<file path="src/rtl/elev_pkg.sv">
// Shared constants and types for the elevator request scheduler.
package elev_pkg;

    localparam logic [2:0] FL1_OH = 3'b001;
    localparam logic [2:0] FL2_OH = 3'b010;
    localparam logic [2:0] FL3_OH = 3'b100;

    localparam logic DIR_UP = 1'b1;
    localparam logic DIR_DN = 1'b0;

    typedef enum logic [1:0] {
        IDLE     = 2'd0,
        DISPATCH = 2'd1,
        SERVE    = 2'd2
    } state_t;

    function automatic logic [2:0] flr_onehot(input logic [1:0] flr);
        case (flr)
            2'd1:    return FL1_OH;
            2'd2:    return FL2_OH;
            2'd3:    return FL3_OH;
            default: return 3'b000;
        endcase
    endfunction

endpackage

</file>
<file path="src/rtl/elev_btn_cond.sv">
// Call-button conditioning: optional 2-flop synchronizer (ELEV_BTN_SYNC_EN) then
// rising-edge detect, one lane per button.
module elev_btn_cond #(
    parameter int W = 3
) (
    input  logic         clk,
    input  logic         Reset,
    input  logic [W-1:0] btn,
    output logic [W-1:0] rise
);

    logic [W-1:0] lvl;
    logic [W-1:0] lvl_prev;

`ifdef ELEV_BTN_SYNC_EN
    logic [W-1:0] btn_p0;
    logic [W-1:0] btn_p1;

    always_ff @(posedge clk) begin
        if (Reset) begin
            btn_p0 <= '0;
            btn_p1 <= '0;
        end else begin
            btn_p0 <= btn;
            btn_p1 <= btn_p0;
        end
    end

    assign lvl = btn_p1;
`else
    assign lvl = btn;
`endif

    always_ff @(posedge clk) begin
        if (Reset) lvl_prev <= '0;
        else       lvl_prev <= lvl;
    end

    assign rise = lvl & ~lvl_prev;

endmodule

</file>
<file path="src/rtl/elev_req_sched.sv">
// SCAN request scheduler for the 3-floor elevator controller. Build option:
// ELEV_BTN_SYNC_EN adds a 2-flop synchronizer on Btn.
module elev_req_sched
    import elev_pkg::*;
#(
    parameter int TMO_CYC = 64
) (
    input  logic       clk,
    input  logic       Reset,
    input  logic [3:1] Btn,
    input  logic       FLR1,
    input  logic       FLR2,
    input  logic       FLR3,
    input  logic       Door,
    output logic [3:1] Req,
    output logic [3:1] Pend,
    output logic       Dir,
    output logic       Tmo
);

    localparam int CNT_W = (TMO_CYC > 1) ? $clog2(TMO_CYC) : 1;

    state_t           state;
    logic [1:0]       cur;
    logic [1:0]       tgt;
    logic [CNT_W-1:0] cnt;
    logic [3:1]       rise;
    logic [3:1]       clr;
    logic [1:0]       up_flr;
    logic [1:0]       dn_flr;
    logic [1:0]       sel_flr;
    logic             sel_dir;
    logic             pend_cur;

    elev_btn_cond #(.W(3)) u_btn_cond (
        .clk   (clk),
        .Reset (Reset),
        .btn   (Btn),
        .rise  (rise)
    );

    assign clr = Door ? flr_onehot(cur) : 3'b000;

    // Nearest pending floor above/below cur; 0 means none in that direction.
    always_comb begin
        pend_cur = |(Pend & flr_onehot(cur));
        up_flr   = 2'd0;
        dn_flr   = 2'd0;
        case (cur)
            2'd1: up_flr = Pend[2] ? 2'd2 : (Pend[3] ? 2'd3 : 2'd0);
            2'd2: begin
                up_flr = Pend[3] ? 2'd3 : 2'd0;
                dn_flr = Pend[1] ? 2'd1 : 2'd0;
            end
            2'd3: dn_flr = Pend[2] ? 2'd2 : (Pend[1] ? 2'd1 : 2'd0);
            default: ;
        endcase

        sel_flr = cur;
        sel_dir = Dir;
        if (!pend_cur) begin
            if (Dir == DIR_UP && up_flr != 2'd0) begin
                sel_flr = up_flr;
            end else if (Dir == DIR_DN && dn_flr != 2'd0) begin
                sel_flr = dn_flr;
            end else if (Dir == DIR_UP) begin
                sel_flr = dn_flr;
                sel_dir = DIR_DN;
            end else begin
                sel_flr = up_flr;
                sel_dir = DIR_UP;
            end
        end
    end

    always_ff @(posedge clk) begin
        if (state == IDLE && Pend != 3'b000) tgt <= sel_flr;
    end

    always_ff @(posedge clk) begin
        if (Reset) begin
            state <= IDLE;
            Req   <= 3'b000;
            Pend  <= 3'b000;
            Dir   <= DIR_UP;
            Tmo   <= 1'b0;
            cur   <= 2'd1;
            cnt   <= '0;
        end else begin
            // Clear beats a same-cycle set so an open door swallows a repeat press.
            Pend <= (Pend | rise) & ~clr;
            Tmo  <= 1'b0;

            case ({FLR3, FLR2, FLR1})
                3'b001:  cur <= 2'd1;
                3'b010:  cur <= 2'd2;
                3'b100:  cur <= 2'd3;
                default: ;
            endcase

            case (state)
                IDLE: begin
                    Req <= 3'b000;
                    if (Pend != 3'b000) begin
                        state <= DISPATCH;
                        Dir   <= sel_dir;
                        Req   <= flr_onehot(sel_flr);
                        cnt   <= '0;
                    end
                end
                DISPATCH: begin
                    if (Door && cur == tgt) begin
                        state <= SERVE;
                        Req   <= 3'b000;
                    end else if (cnt == CNT_W'(TMO_CYC - 1)) begin
                        Req <= 3'b000;
                        Tmo <= 1'b1;
                        cnt <= '0;
                    end else begin
                        Req <= flr_onehot(tgt);
                        cnt <= cnt + 1'b1;
                    end
                end
                SERVE: begin
                    Req <= 3'b000;
                    if (!Door) state <= IDLE;
                end
                default: begin
                    state <= IDLE;
                    Req   <= 3'b000;
                end
            endcase
        end
    end

endmodule

</file>
<file path="config.mk">
export PLATFORM = sky130hd
export DESIGN_NAME = elev_req_sched
export DESIGN_NICKNAME = d
export VERILOG_FILES = /design/src/rtl/elev_pkg.sv /design/src/rtl/elev_btn_cond.sv /design/src/rtl/elev_req_sched.sv
export SDC_FILE = /design/constraint.sdc
export NUM_CORES = 1
export LEC_CHECK = 0
export ABC_AREA = 1
export CAP_MARGIN = 15
export CELL_PAD_IN_SITES_DETAIL_PLACEMENT = 1
export CELL_PAD_IN_SITES_GLOBAL_PLACEMENT = 1
export CORE_ASPECT_RATIO = 0.7
export CORE_MARGIN = 4
export CORE_UTILIZATION = 43
export CTS_BUF_LIST = sky130_fd_sc_hd__clkbuf_4 sky130_fd_sc_hd__clkbuf_8
export DETAILED_ROUTE_END_ITERATION = 8
export PLACE_DENSITY_LB_ADDON = 0.08
export SYNTH_ARGS = -nofsm -noshare
export SYNTH_HDL_FRONTEND = slang
export SYNTH_SLANG_ARGS = --single-unit
</file>
<file path="constraint.sdc">
create_clock -name clk -period 3.51 [get_ports clk]
set_clock_uncertainty 0.05 [all_clocks]
set_input_delay 0.351 -clock clk [delete_from_list [all_inputs] [get_ports clk]]
set_output_delay 0.351 -clock clk [all_outputs]
set_load 0.005 [all_outputs]
</file>
## Yosys cells after proc, flatten, opt, wreduce, memory -nomap -nowiden

Cells that the tools add are included.

- Output and inout bits: 8
- Input bits: 9
- Register bits: 23
- Logic and storage cells: 85

- Muxes and demuxes: 29
- Eq/ne operators: 20
- Reductions and logical operators: 15
- Bitwise gates (word level): 11
- Add/sub/neg operators: 1

Operator list:

| operator | count |
|---|---|
| 3-bit one-hot mux with 3 select lines | 3 |
| 2-bit 2-to-1 mux | 10 |
| 6-bit 2-to-1 mux | 3 |
| 2-bit equality test (second input constant) | 7 |
| 3-bit 2-to-1 mux | 4 |
| 2-bit one-hot mux with 3 select lines | 2 |
| 6-bit one-hot mux with 2 select lines | 1 |
| 3-bit bitwise AND | 3 |
| 2-bit by 1-bit equality test with 1-bit output (second input constant) | 4 |
| 2-bit one-hot mux with 2 select lines | 2 |
| 6-bit by 1-bit adder with 6-bit output (second input constant) | 1 |
| 6-bit equality test (second input constant) | 1 |
| 2-bit inequality test (second input constant) | 3 |
| 3-bit NOT | 2 |
| 3-bit one-hot mux with 2 select lines | 1 |
| 3-bit AND reduction | 2 |
| 2-bit nonzero test | 3 |
| 3-bit nonzero test | 2 |
| 3-bit OR reduction | 2 |
| 1-bit NOT | 5 |
| 5-bit AND reduction | 1 |
| 1-bit logical AND | 4 |
| 3-bit by 1-bit equality test with 1-bit output (second input constant) | 1 |
| 3-bit by 2-bit equality test with 1-bit output (second input constant) | 1 |
| other kinds (6) | 8 |

## Depth between registers and ports, before layout

- Depth in word-level cells: 12
- Mapped depth: 12
- Gate-level depth less buffers: 12

## Hierarchy

Synthesis repeated with hierarchy kept, for this count alone.

- Cell total of the unflattened synthesis: 164
- Area total of the unflattened synthesis: 1166.1 um2

Modules (own cells, without submodules):

| module | instances | cells each | sequential area each (um2) | area an instance (um2) |
|---|---|---|---|---|
| elev_req_sched | 1 | 152 | 420.4 | 1072.3 |
| elev_btn_cond | 1 | 12 | 60.1 | 93.8 |

## Worst setup path before layout

Ideal clock, no wire load.

- Path kind: flip-flop to flip-flop
- Start: reg cur[0]
- End: reg Req[3] (netlist bit)
- Slack: 1.933 ns
- Data arrival time: 1.400 ns
- Period minus slack after synthesis: 1.577 ns
- Library setup time: 0.128 ns
- Stages on the path, launching flop included: 11
- Buffers on the path: 0
- Data required time: 3.332 ns
- Path through: dfxtp_1 inv_1 ha_1 nor2_2 nand3_2 a21oi_1 nand2_1 nand3_1 nor2_1 nor2_1 nor2_1

- Longest elaborated chain between the ends: 11
- Elaborated cells on any way between the ends: 25
- Classes of those cells: eq/ne (7); mux (11); bitwise (1); reduce/logical (6)

Ends and longest elaborated chain:

| item | RTL line | source |
|---|---|---|
| start, declared | elev_req_sched.sv:24 | `logic [1:0] cur;` |
| start signal, assigned | elev_req_sched.sv:87 | `cur <= 2'd1;` |
| start signal, assigned | elev_req_sched.sv:95 | `3'b001: cur <= 2'd1;` |
| start signal, assigned | elev_req_sched.sv:96 | `3'b010: cur <= 2'd2;` |
| 2-bit equality test | elev_pkg.sv:18, elev_req_sched.sv:49 |  |
| 2-bit one-hot mux with 2 select lines | elev_req_sched.sv:49 | `case (cur)` |
| 2-bit nonzero test | elev_req_sched.sv:64 | `end else if (Dir == DIR_DN && dn_flr != 2'd0) begin` |
| 1-bit logical AND | elev_req_sched.sv:64 |  |
| 2-bit 2-to-1 mux | elev_req_sched.sv:64 |  |
| 2-bit 2-to-1 mux | elev_req_sched.sv:62 | `if (Dir == DIR_UP && up_flr != 2'd0) begin` |
| 2-bit 2-to-1 mux | elev_req_sched.sv:61 | `if (!pend_cur) begin` |
| 2-bit equality test or 2-bit by 1-bit equality test with 1-bit output (tied branches) | elev_pkg.sv:18 | `case (flr)` |
| 3-bit one-hot mux with 3 select lines | elev_pkg.sv:18 |  |
| 3-bit 2-to-1 mux | elev_req_sched.sv:104 | `if (Pend != 3'b000) begin` |
| 3-bit one-hot mux with 2 select lines (*) | elev_req_sched.sv:101 | `case (state)` |
| end signal, assigned | elev_req_sched.sv:107 | `Req <= flr_onehot(sel_flr);` |
| end signal, assigned | elev_req_sched.sv:120 | `Req <= flr_onehot(tgt);` |
| end, declared | elev_req_sched.sv:15 | `output logic [3:1] Req,` |

Every way passes the cells marked *; elsewhere a longest branch is shown, timed or not.
A chain may end at the register's enable or synchronous reset.

## Final worst setup path

Ends and elaborated chain as after synthesis.

==> results.md <==
- Die height: 51.8 um
- Wirelength per Cell: 14.3 um
- Max Slew Vio Count: 0
- I/O pins: 17
- Max-slew headroom: 0.605
- DR pass1 iterations: 4
- Critical path depth: 10
- CTS Root Cell: clkbuf_8
- Yosys reg bits: 23
- Critical path's slowest cell: dfxtp_1
- Sum Neg Setup Slack: 0 ns
- CTS tree: done
- Number of global-route vias before repair: 1165
- Antenna viol nets, final: 0
- Kind of cell adding the most delay to the critical path: simple AND/OR/NAND/NOR gates
- DP Area: 1380 um^2
- Hold_buf cts: 0
- DP HPWL: 2460 um
- Hold depth: 2
- Status: finished, final reports clean
- Slew @ Worst Pin: 0.590 ns
- Cells after synthesis: around 170
- Htree depth: 1
- Worst IR Drop VDD: 0.000235 V
- Final setup margin: 1.69 ns
- GRT overflow: 0
- Tot GR Track Use: 0.191
- Largest net degree at the start of global routing: 15
- DRC Markers: 0
- Count of different cell masters after synthesis: 27
- Mapped cell area: between 1000 and 1500 um^2
- Fmax: ~0.55 GHz
- Leakage power figure: 0.641 nW
- Total core area: 2530 um^2
- P&R area growth vs syn: 21.0%
- Synth warn: 0
- Routed WL: 3110 um
- CTS max path bufs: 2
- Routing usage on met2: 0.326
- CP Class: reg2reg
- ANT cells: 0
- TritonCTS Sinks: 23
- Starting DRT DRC Count: 40
- DP Worst Slack: 1.48 ns
- Critical path startpoint category: flop
- Post-synth top area cell: dfxtp_1
- Worst-path clk slew: 0.08 ns
- Gpl congestion: around 0.80
- Vias per std cell: between 5 and 6
- Clock latency on the worst-skew pair: 0.27 ns
- Design area: 1430 um^2
- Synth top area cells: dfxtp_1, nand2_1, inv_1, nor2_1, a21oi_1
- Crit-path cells: inv_1 > ha_1 > nand2_1 > nand3_1 > a21oi_1 > nand2_1 > nand3_1 > nor2_1 > nor2_1 > nor2_1
- Postcts setup bufs: 0
- Antenna violations before repair: 0
- Initial Util: 0.466
- Pwr per Cell Area: 464 nW/um^2
- Worst Path Arrival: between 1.5 and 2 ns
- CP peak stage delay: 0.36 ns
- Met3 usage: 0.0483
- RSZ-0062 raised after global routing: false
- Total CTS buffers: 3
- Filler cell count: 341
- Yosys top cell area share: 0.356
- Resized cells post-CTS: 0
- Final net count: 198
- Buf/Inv on CP: 1
- Synth Net Count: 178
- I/O Buffers: 16
- First-pass GRT wire length: 5340 um
- GRT busiest layer: met2
- Row Count: 15
- Worst Hold Class: reg2reg
- Count of final setup violators: 0
- Die area: around 3700 um^2
- Vias: 1145
- CP most frequent cell: nor2_1
- Final period util: 0.518
- Hold Vio Cnt, Final: 0
- WP data required: 3.60 ns
- Die Width: about 70 um
- Layout cells sized above 1: 0.0707
- CP max FO: 5
- Max-cap violations: 0
- Sequential share of the synthesized area: 0.407
- R2r worst-path depth: 10
- Met1 Use GR: 0.243
- Crit path capture type: flop
- Syn_area_per_cell: slightly above 7 um^2
- Tmin final: 1.82 ns
registers in the layout, summed over array words and instances, names as in the netlist:
name and cells:
u_btn_cond.lvl_prev 3, Tmo 1, Pend 3, Dir 1
tgt 2, state 2, cur 2, Req 3
cnt 6
placed cells by master, fill, tap and decap left out, drive strengths merged:
cell	Yosys	layout
nand2	33	33
o22ai	1	1
inv	24	24
o21ai	8	8
edfxtp	2	2
and2	1	1
dfxtp	21	21
nand3	15	15
clkdlybuf4s50	0	16
a31oi	1	1
a21oi	18	18
xor2	2	2
o21a	1	1
nand4	2	2
nor3	5	5
o311ai	1	1
nor2	24	24
ha	4	4
o211ai	1	1
clkbuf	1	4
worst reg2reg max path, stage by stage, from the launching register on:
cell	delay, ns
dfxtp_1	0.36
inv_1	0.11
ha_1	0.28
nand2_1	0.09
nand3_1	0.17
a21oi_1	0.27
nand2_1	0.12
nand3_1	0.08
nor2_1	0.04
nor2_1	0.08
nor2_1	0.04
layout make-up:
type	count	area, um^2	area share
flip-flops and latches	23	480	0.337
well taps	34	42.5	0.0298
clock buffers	4	48.8	0.0342
inverters	24	90.1	0.0631
repair buffers	16	160	0.112
multi-input cells	117	606	0.424
where the power goes:
part	internal (mW)	switching (mW)
logic	0.0690	0.105
registers	0.289	0.0243
clock network	0.0889	0.0852
total	0.447	0.215
through the flow:
step / total power, mW / utilization / hold WS [ns] / instances
final: 0.662 / 0.563 / 0.454 / 218
after global routing: 0.705 / 0.563 / 0.494 / 218
after CTS: 0.666 / 0.563 / 0.460 / 218
after detailed placement: 0.491 / 0.544 / 0.441 / 214
after global placement: 0.479 / 0.544 / 0.423 / 214
after floorplan: 0.427 / - / 0.380 / 165
final timing paths:
path,to,slack [ns],start
max,Req[3]$_SDFF_PP0_,1.69,cur[0]$_SDFFE_PP1P_
min reg2reg,cnt[3]$_SDFFE_PP0P_,0.45,cnt[3]$_SDFFE_PP0P_
max reg2reg,Req[3]$_SDFF_PP0_,1.69,cur[0]$_SDFFE_PP1P_
min,cnt[3]$_SDFFE_PP0P_,0.45,cnt[3]$_SDFFE_PP0P_
layer usage:
| layer | up-vias | share of wire |
|---|---|---|
| li1 | 577 | - |
| met1 | 538 | 0.48 |
| met2 | 23 | 0.46 |
| met3 | 7 | 0.044 |
| met4 | 0 | 0.011 |
| met5 | - | 0 |
synth_stat cells:
| cell type | number |
|---|---|
| o21ai_0 | 7 |
| o311ai_0 | 1 |
| o21ai_1 | 1 |
| edfxtp_1 | 2 |
| o21a_1 | 1 |
| inv_1 | 23 |
| nand2_2 | 1 |
| nor3_1 | 5 |
| nand2_4 | 1 |
| nor2_1 | 22 |
| a31oi_1 | 1 |
| a21oi_4 | 1 |
| a21oi_2 | 2 |
| nand2_1 | 31 |
| nand3_2 | 1 |
| inv_2 | 1 |
| xor2_1 | 2 |
| nand3_1 | 14 |
| o211ai_1 | 1 |
| a21oi_1 | 15 |
| nor2_2 | 2 |
| clkbuf_1 | 1 |
| o22ai_1 | 1 |
| ha_1 | 4 |
| dfxtp_1 | 21 |
| nand4_1 | 2 |
| and2_1 | 1 |
cells by family after synthesis:
kind of cell,count (synthesis),share of synthesized area
buf+inv,25,0.0795
compound gates,31,0.157
fa+ha+maj,4,0.0424
flops,23,0.407
xor+xnor,2,0.0148
simple gates,80,0.299
(Power assumes the default switching activity.)
